### src/rtl/uart_rx_frame_pkg.sv
// Package for the UART receive slice.
// Holds the receiver state encoding (3-bit) and the default baud/frame/parity
// constants, which the command controller also uses.
package uart_rx_frame_pkg;

  typedef enum logic [2:0] {
    IDLE   = 3'd0,
    START  = 3'd1,
    DATA   = 3'd2,
    PARITY = 3'd3,
    STOP   = 3'd4,
    BRK    = 3'd5
  } rx_state_e;

  // 50 MHz / 115200 baud
  localparam int unsigned BR_DEFAULT     = 434;
  localparam int unsigned DATA_W_DEFAULT = 8;
  localparam bit          PAR_EVEN       = 1'b0;
  localparam bit          PAR_ODD_SEL    = 1'b1;

endpackage

### src/rtl/uart_rx_frame_if.sv
// Receive-side bundle between the serial line and the controller's read path.
//   rx, rx_en                            : line and enable into the receiver
//   data_out, data_vld, par_err, frm_err : received byte and its flags
//   busy                                 : receiver is inside a frame
// master = line driver / consumer side, slave = the receiver.
interface uart_rx_frame_if
  import uart_rx_frame_pkg::*;
#(
  parameter int unsigned DATA_W = DATA_W_DEFAULT
);
  logic              rx;
  logic              rx_en;
  logic [DATA_W-1:0] data_out;
  logic              data_vld;
  logic              par_err;
  logic              frm_err;
  logic              busy;

  modport master (
    output rx, rx_en,
    input  data_out, data_vld, par_err, frm_err, busy
  );

  modport slave (
    input  rx, rx_en,
    output data_out, data_vld, par_err, frm_err, busy
  );
endinterface

### src/rtl/uart_rx_frame_baud_tick.sv
// Bit-period counter. Counts 0..BR-1 and wraps; clr forces it back to 0.
//   clk, rst_n : clock, async active-low reset
//   clr        : synchronous clear
//   mid        : count == BR/2-1
//   last       : count == BR-1
module uart_rx_frame_baud_tick
  import uart_rx_frame_pkg::*;
#(
  parameter int unsigned BR = BR_DEFAULT
) (
  input  logic clk,
  input  logic rst_n,
  input  logic clr,
  output logic mid,
  output logic last
);
  localparam int unsigned CW = (BR > 1) ? $clog2(BR) : 1;

  logic [CW-1:0] bcnt;

  always_ff @(posedge clk or negedge rst_n) begin
    if (!rst_n) begin
      bcnt <= '0;
    end else if (clr || last) begin
      bcnt <= '0;
    end else begin
      bcnt <= bcnt + CW'(1);
    end
  end

  assign mid  = (bcnt == CW'(BR / 2 - 1));
  assign last = (bcnt == CW'(BR - 1));
endmodule

### src/rtl/uart_rx_frame.sv
// UART frame receiver: 1 start, DATA_W data bits LSB-first, 1 parity, 1 stop.
//   clk, rst_n : clock, async active-low reset
//   bus        : slave side of uart_rx_frame_if (rx, rx_en in; data_out,
//                data_vld, par_err, frm_err, busy out)
// data_vld is a one-cycle pulse; data_out and the error flags hold until the
// next pulse. A stop bit sampled low parks the receiver in BRK until the
// line returns high.
module uart_rx_frame
  import uart_rx_frame_pkg::*;
#(
  parameter int unsigned BR      = BR_DEFAULT,
  parameter int unsigned DATA_W  = DATA_W_DEFAULT,
  parameter bit          PAR_ODD = PAR_EVEN
) (
  input  logic                 clk,
  input  logic                 rst_n,
  uart_rx_frame_if.slave       bus
);
  localparam int unsigned IW = $clog2(DATA_W + 1);
  localparam logic [IW-1:0] LAST_IDX = IW'(DATA_W - 1);

  rx_state_e         state;
  logic              rx_m, rx_s, rx_d;
  logic [IW-1:0]     idx;
  logic [DATA_W-1:0] shreg;
  logic              perr;
  logic              bclr, mid, last;

  // Sync flops come out of reset high so release never looks like a start edge.
  always_ff @(posedge clk or negedge rst_n) begin
    if (!rst_n) begin
      rx_m <= 1'b1;
      rx_s <= 1'b1;
      rx_d <= 1'b1;
    end else begin
      rx_m <= bus.rx;
      rx_s <= rx_m;
      rx_d <= rx_s;
    end
  end

  // Counter is realigned at the start-bit mid point; from there every bit
  // centre lands on 'last', and the natural wrap serves as the clear on the
  // DATA/PARITY/STOP entries. IDLE and BRK simply hold it at zero.
  assign bclr = (state == IDLE) || (state == BRK) || ((state == START) && mid);

  uart_rx_frame_baud_tick #(
    .BR (BR)
  ) u_tick (
    .clk   (clk),
    .rst_n (rst_n),
    .clr   (bclr),
    .mid   (mid),
    .last  (last)
  );

  always_ff @(posedge clk or negedge rst_n) begin
    if (!rst_n) begin
      state        <= IDLE;
      idx          <= '0;
      shreg        <= '0;
      perr         <= 1'b0;
      bus.data_out <= '0;
      bus.data_vld <= 1'b0;
      bus.par_err  <= 1'b0;
      bus.frm_err  <= 1'b0;
      bus.busy     <= 1'b0;
    end else begin
      bus.data_vld <= 1'b0;
      case (state)
        IDLE: begin
          if (bus.rx_en && rx_d && !rx_s) begin
            state    <= START;
            bus.busy <= 1'b1;
          end
        end
        START: begin
          if (mid) begin
            if (!rx_s) begin
              state <= DATA;
              idx   <= '0;
            end else begin
              state    <= IDLE;
              bus.busy <= 1'b0;
            end
          end
        end
        DATA: begin
          if (last) begin
            // Right shift: after DATA_W samples the first bit sits at bit 0.
            shreg <= {rx_s, shreg[DATA_W-1:1]};
            idx   <= idx + IW'(1);
            if (idx == LAST_IDX) begin
              state <= PARITY;
            end
          end
        end
        PARITY: begin
          if (last) begin
            perr  <= (rx_s != (^shreg ^ PAR_ODD));
            state <= STOP;
          end
        end
        STOP: begin
          if (last) begin
            bus.data_vld <= 1'b1;
            bus.data_out <= shreg;
            bus.par_err  <= perr;
            bus.frm_err  <= ~rx_s;
            if (rx_s) begin
              state    <= IDLE;
              bus.busy <= 1'b0;
            end else begin
              state <= BRK;
            end
          end
        end
        BRK: begin
          if (rx_s) begin
            state    <= IDLE;
            bus.busy <= 1'b0;
          end
        end
        default: begin
          state    <= IDLE;
          bus.busy <= 1'b0;
        end
      endcase
    end
  end
endmodule
### src/flat_wrapper.sv
// flat-port wrapper written by rule: the top's interface ports become plain ports
module uart_rx_frame_flat import uart_rx_frame_pkg::*;
#(
  parameter int unsigned BR      = BR_DEFAULT,
  parameter int unsigned DATA_W  = DATA_W_DEFAULT,
  parameter bit          PAR_ODD = PAR_EVEN
)
  (clk, rst_n, bus_rx, bus_rx_en, bus_data_out, bus_data_vld, bus_par_err, bus_frm_err, bus_busy);
  uart_rx_frame_if #(.DATA_W(DATA_W)) bus_i ();
  input  logic clk;
  input  logic rst_n;
  input wire logic [$bits(bus_i.rx)-1:0] bus_rx;
  input wire logic [$bits(bus_i.rx_en)-1:0] bus_rx_en;
  output wire logic [$bits(bus_i.data_out)-1:0] bus_data_out;
  output wire logic [$bits(bus_i.data_vld)-1:0] bus_data_vld;
  output wire logic [$bits(bus_i.par_err)-1:0] bus_par_err;
  output wire logic [$bits(bus_i.frm_err)-1:0] bus_frm_err;
  output wire logic [$bits(bus_i.busy)-1:0] bus_busy;
  assign bus_i.rx = bus_rx;
  assign bus_i.rx_en = bus_rx_en;
  assign bus_data_out = bus_i.data_out;
  assign bus_data_vld = bus_i.data_vld;
  assign bus_par_err = bus_i.par_err;
  assign bus_frm_err = bus_i.frm_err;
  assign bus_busy = bus_i.busy;
  uart_rx_frame #(.BR(BR), .DATA_W(DATA_W), .PAR_ODD(PAR_ODD)) u_core (.clk(clk), .rst_n(rst_n), .bus(bus_i));
endmodule
### config.mk
export PLATFORM = sky130hd
export DESIGN_NAME = uart_rx_frame_flat
export DESIGN_NICKNAME = d
export VERILOG_FILES = /design/src/rtl/uart_rx_frame_pkg.sv /design/src/rtl/uart_rx_frame_if.sv /design/src/rtl/uart_rx_frame_baud_tick.sv /design/src/rtl/uart_rx_frame.sv /design/src/flat_wrapper.sv
export SDC_FILE = /design/constraint.sdc
export NUM_CORES = 1
export LEC_CHECK = 0
export CORE_MARGIN = 4
export CORE_UTILIZATION = 60
export CTS_CLUSTER_SIZE = 28
export DETAILED_ROUTE_END_ITERATION = 16
export PLACE_DENSITY = 0.84
export SETUP_SLACK_MARGIN = 0.02
export SYNTH_ARGS = -nofsm -noshare
export SYNTH_HDL_FRONTEND = slang
export SYNTH_HIERARCHICAL = 1
export SYNTH_SLANG_ARGS = --single-unit
### constraint.sdc
create_clock -name clk -period 3.3 [get_ports clk]
set_input_delay 0.66 -clock clk [delete_from_list [all_inputs] [get_ports clk]]
set_output_delay 0.66 -clock clk [all_outputs]
set_load 0.05 [all_outputs]
# ---- Yosys cells after proc, flatten, opt, wreduce, memory -nomap -nowiden
# Index checks and enable logic that the tools add are counted.
dict set report word_totals {
  inputBits 4
  word_cells 73
  reg_bits 40
}
dict set report classes {
  n_eq_ne 17
  n_reduce_logical 17
  n_bitwise 2
  mux 22
  add_sub_neg 2
}
# op n
set op_table {}
lappend op_table {{$mux 3} 8}
lappend op_table {{$pmux 3 s6} 1}
lappend op_table {{$mux 4} 3}
lappend op_table {{$ne 2x2->1 const B} 5}
lappend op_table {{$add 9x1->9 const B} 1}
lappend op_table {{$eq 9x8->1 const B} 1}
lappend op_table {{$eq 9x9->1 const B} 1}
lappend op_table {{$mux 9} 1}
lappend op_table {{$pmux 4 s2} 1}
lappend op_table {{$reduce_and 4->1} 2}
lappend op_table {{$reduce_xor 8->1} 1}
lappend op_table {{$reduce_and 7->1} 1}
lappend op_table {{$eq 3x2->1 const B} 2}
lappend op_table {{$eq 3x3->1 const B} 2}
lappend op_table {{$mux 1} 6}
lappend op_table {{$ne 2x1->1 const B} 3}
lappend op_table {{$reduce_and 2->1} 3}
lappend op_table {{$pmux 1 s5} 1}
lappend op_table {{$add 4x1->4 const B} 1}
lappend op_table {{$eq 4x3->1 const B} 1}
lappend op_table {{$eq 3x1->1 const B} 1}
lappend op_table {{$logic_and 1x1->1} 3}
lappend op_table {{$logic_not 3->1} 1}
lappend op_table {{$logic_or 1x1->1} 3}
lappend op_table {{other kinds (6)} 7}

# ---- Longest topological paths before layout
dict set report depth {
  ltp_word 5
  mapped_depth 9
  depth_no_buf 9
}

# ---- Hierarchy
# The synthesis kept the hierarchy.
# module cells_per_inst seq_area_each_um2 area_each_um2 n_inst
set by_module_without_submodules {}
lappend by_module_without_submodules {uart_rx_frame 108 779.5 1450.1 1}
lappend by_module_without_submodules {uart_rx_frame_baud_tick 48 225.2 481.7 1}

# ---- Least setup slack after synthesis
# No wires, ideal clock.
dict set report synth_path {
  kind {reg-to-reg}
  start {register u_core.u_tick.bcnt[1]}
  end {register u_core.bus.data_out[0]}
  t_arrival_ns 1.788
  setup_ns 0.125
  required_ns 3.175
  stages_incl_launch_ff 9
  period_less_slack_ns 1.912
  slack_ns 1.388
  cell_sequence {dfrtp_1 -> inv_1 -> ha_1 -> nand4bb_1 -> nor3_1 -> buf_2 -> and4bb_2 -> buf_6 -> mux2_2}
}
dict set report synth_between {
  elab_chain_cells 2
}
# item line_no
set synth_lines {}
lappend synth_lines {{start, declared} uart_rx_frame_baud_tick.sv:19} ;# logic [CW-1:0] bcnt;
lappend synth_lines {{start signal, assigned} uart_rx_frame_baud_tick.sv:27} ;# bcnt <= bcnt + CW'(1);
lappend synth_lines {{$eq 9x9->1} uart_rx_frame_baud_tick.sv:32} ;# assign last = (bcnt == CW'(BR - 1));
lappend synth_lines {{net u_core.last} uart_rx_frame.sv:27} ;# logic bclr, mid, last;
lappend synth_lines {{$reduce_and 2->1 (no line)} -}
lappend synth_lines {{end signal, assigned} uart_rx_frame.sv:107} ;# bus.data_out <= shreg;
lappend synth_lines {{end, declared} uart_rx_frame_if.sv:26} ;# output data_out, data_vld, par_err, frm_err, busy
# The timed path passes the listed nets, and every way through them passes these cells.
# A chain may end at the register's enable or synchronous reset.

# ---- Final worst setup path
dict set report layout_path {
  start {register u_core.bus.busy}
  end {output port bus_busy}
}
# item line_no
set layout_lines {}
lappend layout_lines {{start, declared} uart_rx_frame_if.sv:26}
lappend layout_lines {{start signal, assigned} uart_rx_frame.sv:67} ;# bus.busy <= 1'b0;
lappend layout_lines {{start signal, assigned} uart_rx_frame.sv:74} ;# bus.busy <= 1'b1;
lappend layout_lines {{start signal, assigned} uart_rx_frame.sv:84} ;# bus.busy <= 1'b0;
lappend layout_lines {{end, declared} flat_wrapper.sv:18} ;# output wire logic [$bits(bus_i.busy)-1:0] bus_busy;
# No word-level cell between the ends.

==> metrics.txt <==
RSZ-0062 raised after global routing no; share of flip-flops with an asynchronous set or reset 100%; peak supply drop 0.000313 V; Avg Inst Size Synth 12.4 µm²; max cap viols 0; Total GRT Usage 18.2%; footprint of the multi-input gates 863 µm²; CTS root buf clkbuf_4; slowest cell on the critical path clkdlybuf4s50_1; cell count along the critical path 1; setup TNS 0 ns; drt pass-1 iters 4; Clk Latency, worst-skew pair about 0.33 ns; first-pass GRT wire length 5910 µm; Clock Sink Count 40; Worst-Margin Slew 0.858 ns; Synth top area share 47.9%; endpoint class of the critical path output pin; via count 1229; Post-synth EDFFs 0; Wirelength per Cell 15.3 µm; ANT cells 0; Die H 64.7 µm; Hold-fix buffers, CTS 0; initial drt markers 66; layout cell share with drive strength beyond 1 20.8%; R2R cell count 7; top post-synthesis cells by area dfrtp_1 (48%), mux2_4 (6.2%), mux2_2 (5.8%), dfstp_2 (4.1%), xnor2_1 (3.2%); top cells by count, synth dfrtp_1 (37), mux2_2 (10), o21ai_0 (10); clock buffer depth 2; Unique masters post-synth 39; Tcrit/Tclk final 67.3%; Finish-stage setup viols 0; reg-to-reg slack, setup 1.12 ns; Layout area overhead 11.0%; max-slew violations 0; Final Critical Period 2.22 ns; Leakage 0.000963 µW; final wirelength 3310 µm; Synth Register Bits 40; Max Fanout on Critical Path 5; Via density between 5 and 6; Req. time, crit path 2.64 ns; CP max stage delay 0.82 ns; CP startpoint kind flop; full die area 4190 µm²; post-CTS sizing 0; Final Hold Fails 0; CTS H-tree lvls 2; Worst Setup Path Type flop to output pin; most frequent cell after synthesis dfrtp_1; Worst Skew 0.00647 ns; clk slew on worst S/H paths 0.11 ns; antenna violations before repair 0; Relative slew margins about 43%; Highest Clock Rate 450 MHz; hold path cells 0; delay-heaviest family, CP buffers and inverters; Starting Density ~63%; # nets final 181; chip width 64.7 µm; Post-Syn Nets 164; Filler Cells Inserted about 210; register area 1000 µm²; crit-path cells clkdlybuf4s50_1; num ports 16; status completed; Buf/Inv on CP 1; vias in the first global route about 1300; TritonCTS clock tree yes; gr ovfl total 0; HP Class flop to flop; hold_ws 0.362 ns; Post-DP HPWL 2320 µm; PortBufs 15; Core Region slightly above 3000 µm²; Synth Flop Type dfrtp_1; largest net degree at the start of global routing 41; post-CTS setup buffers 0; crit path DAT 1.56 ns; RD Place Congestion 0.764; DRC 0; cts bufs inserted 5; top cell type by total area after synthesis dfrtp_1; # rows 20; fin util between 60% and 70%; area of the mapped netlist 1930 µm²; P per Cell Area about 450 nW/µm²; register area share after synthesis a little over half; DRT antenna net count 0; Post-Synthesis Cells 156; Synth warnings 6
[logic make-up (layout without fill, tap and decap cells)]
| kind of cell | Yosys count | in the layout | synth area share (%) |
|---|---|---|---|
| mux | 20 | 20 | 13.1 |
| fa+ha+maj | 4 | 4 | 2.59 |
| simple gates | 42 | 42 | 13.7 |
| buf+inv | 12 | 29 | 3.30 |
| compound gates | 26 | 26 | 9.13 |
| xor+xnor | 12 | 12 | 6.15 |
| flops | 40 | 40 | 52.0 |
[path summary, 6_finish.rpt]
path                                             from            endpoint
worst max-delay path                  u_core/bus.busy            bus_busy
worst min-delay path                      u_core/rx_m         u_core/rx_s
worst max register to register  u_core/u_tick/bcnt[1]     u_core/shreg[7]
worst min register to register            u_core/rx_m         u_core/rx_s
max in group asynchronous                       rst_n       u_core/idx[0]
min in group asynchronous                       rst_n  u_core/bus.par_err
[state kept, by name, summed over array words and instances (netlist names)]
signal	cells
u_core/bus.busy	1
u_core/bus.data_out	8
u_core/bus.data_vld	1
u_core/bus.frm_err	1
u_core/bus.par_err	1
u_core/idx	4
u_core/perr	1
u_core/rx_d	1
u_core/rx_m	1
u_core/rx_s	1
u_core/shreg	8
u_core/state	3
u_core/u_tick/bcnt	9
[final cells by class]
type | count | area share, %
inverter | 6 | 1.05
sequential | 40 | 46.8
tap | 44 | 2.57
clock inverter | 1 | 0.233
clock buffer | 6 | 1.93
timing repair buffer | 16 | 7.12
multi-input combinational | 104 | 40.3
[power breakdown]
group          internal [µW]  total [µW]  leakage [µW]  switching, µW
logic                   71.5         164      0.000398           92.5
clock network           78.6         223     0.0000281            144
registers                526         575      0.000537           49.2
[stage by stage]
step                      power, µW  setup slack (ns)  cells  instance area, µm²
after CTS                       971              1.06    217                2140
after floorplan                 698              1.39    156                1930
final                           962              1.08    217                2140
after global routing           1020             0.985    217                2140
after global placement          741              1.19    210                2100
after detailed placement        750              1.13    210                2100
[cell usage in the layout, fill, tap and decap left out, drive strengths merged, types with 6 or more instances in the layout]
cell type | Yosys | routed
o21ai | 10 | 10
clkbuf | 1 | 6
clkdlybuf4s50 | 0 | 14
xnor2 | 7 | 7
inv | 6 | 6
mux2 | 18 | 18
nor2 | 9 | 9
dfrtp | 37 | 37
nand2 | 7 | 7
a21oi | 6 | 6
[per-layer routing]
layer	up-vias	wire, µm	track usage [%]
met3	4	123	5.03
met5	-	0	0
met1	613	1500	24.7
met2	20	1660	28.2
li1	592	-	-
met4	0	29	5.80
Note: power is estimated with default switching activity, not from simulation.
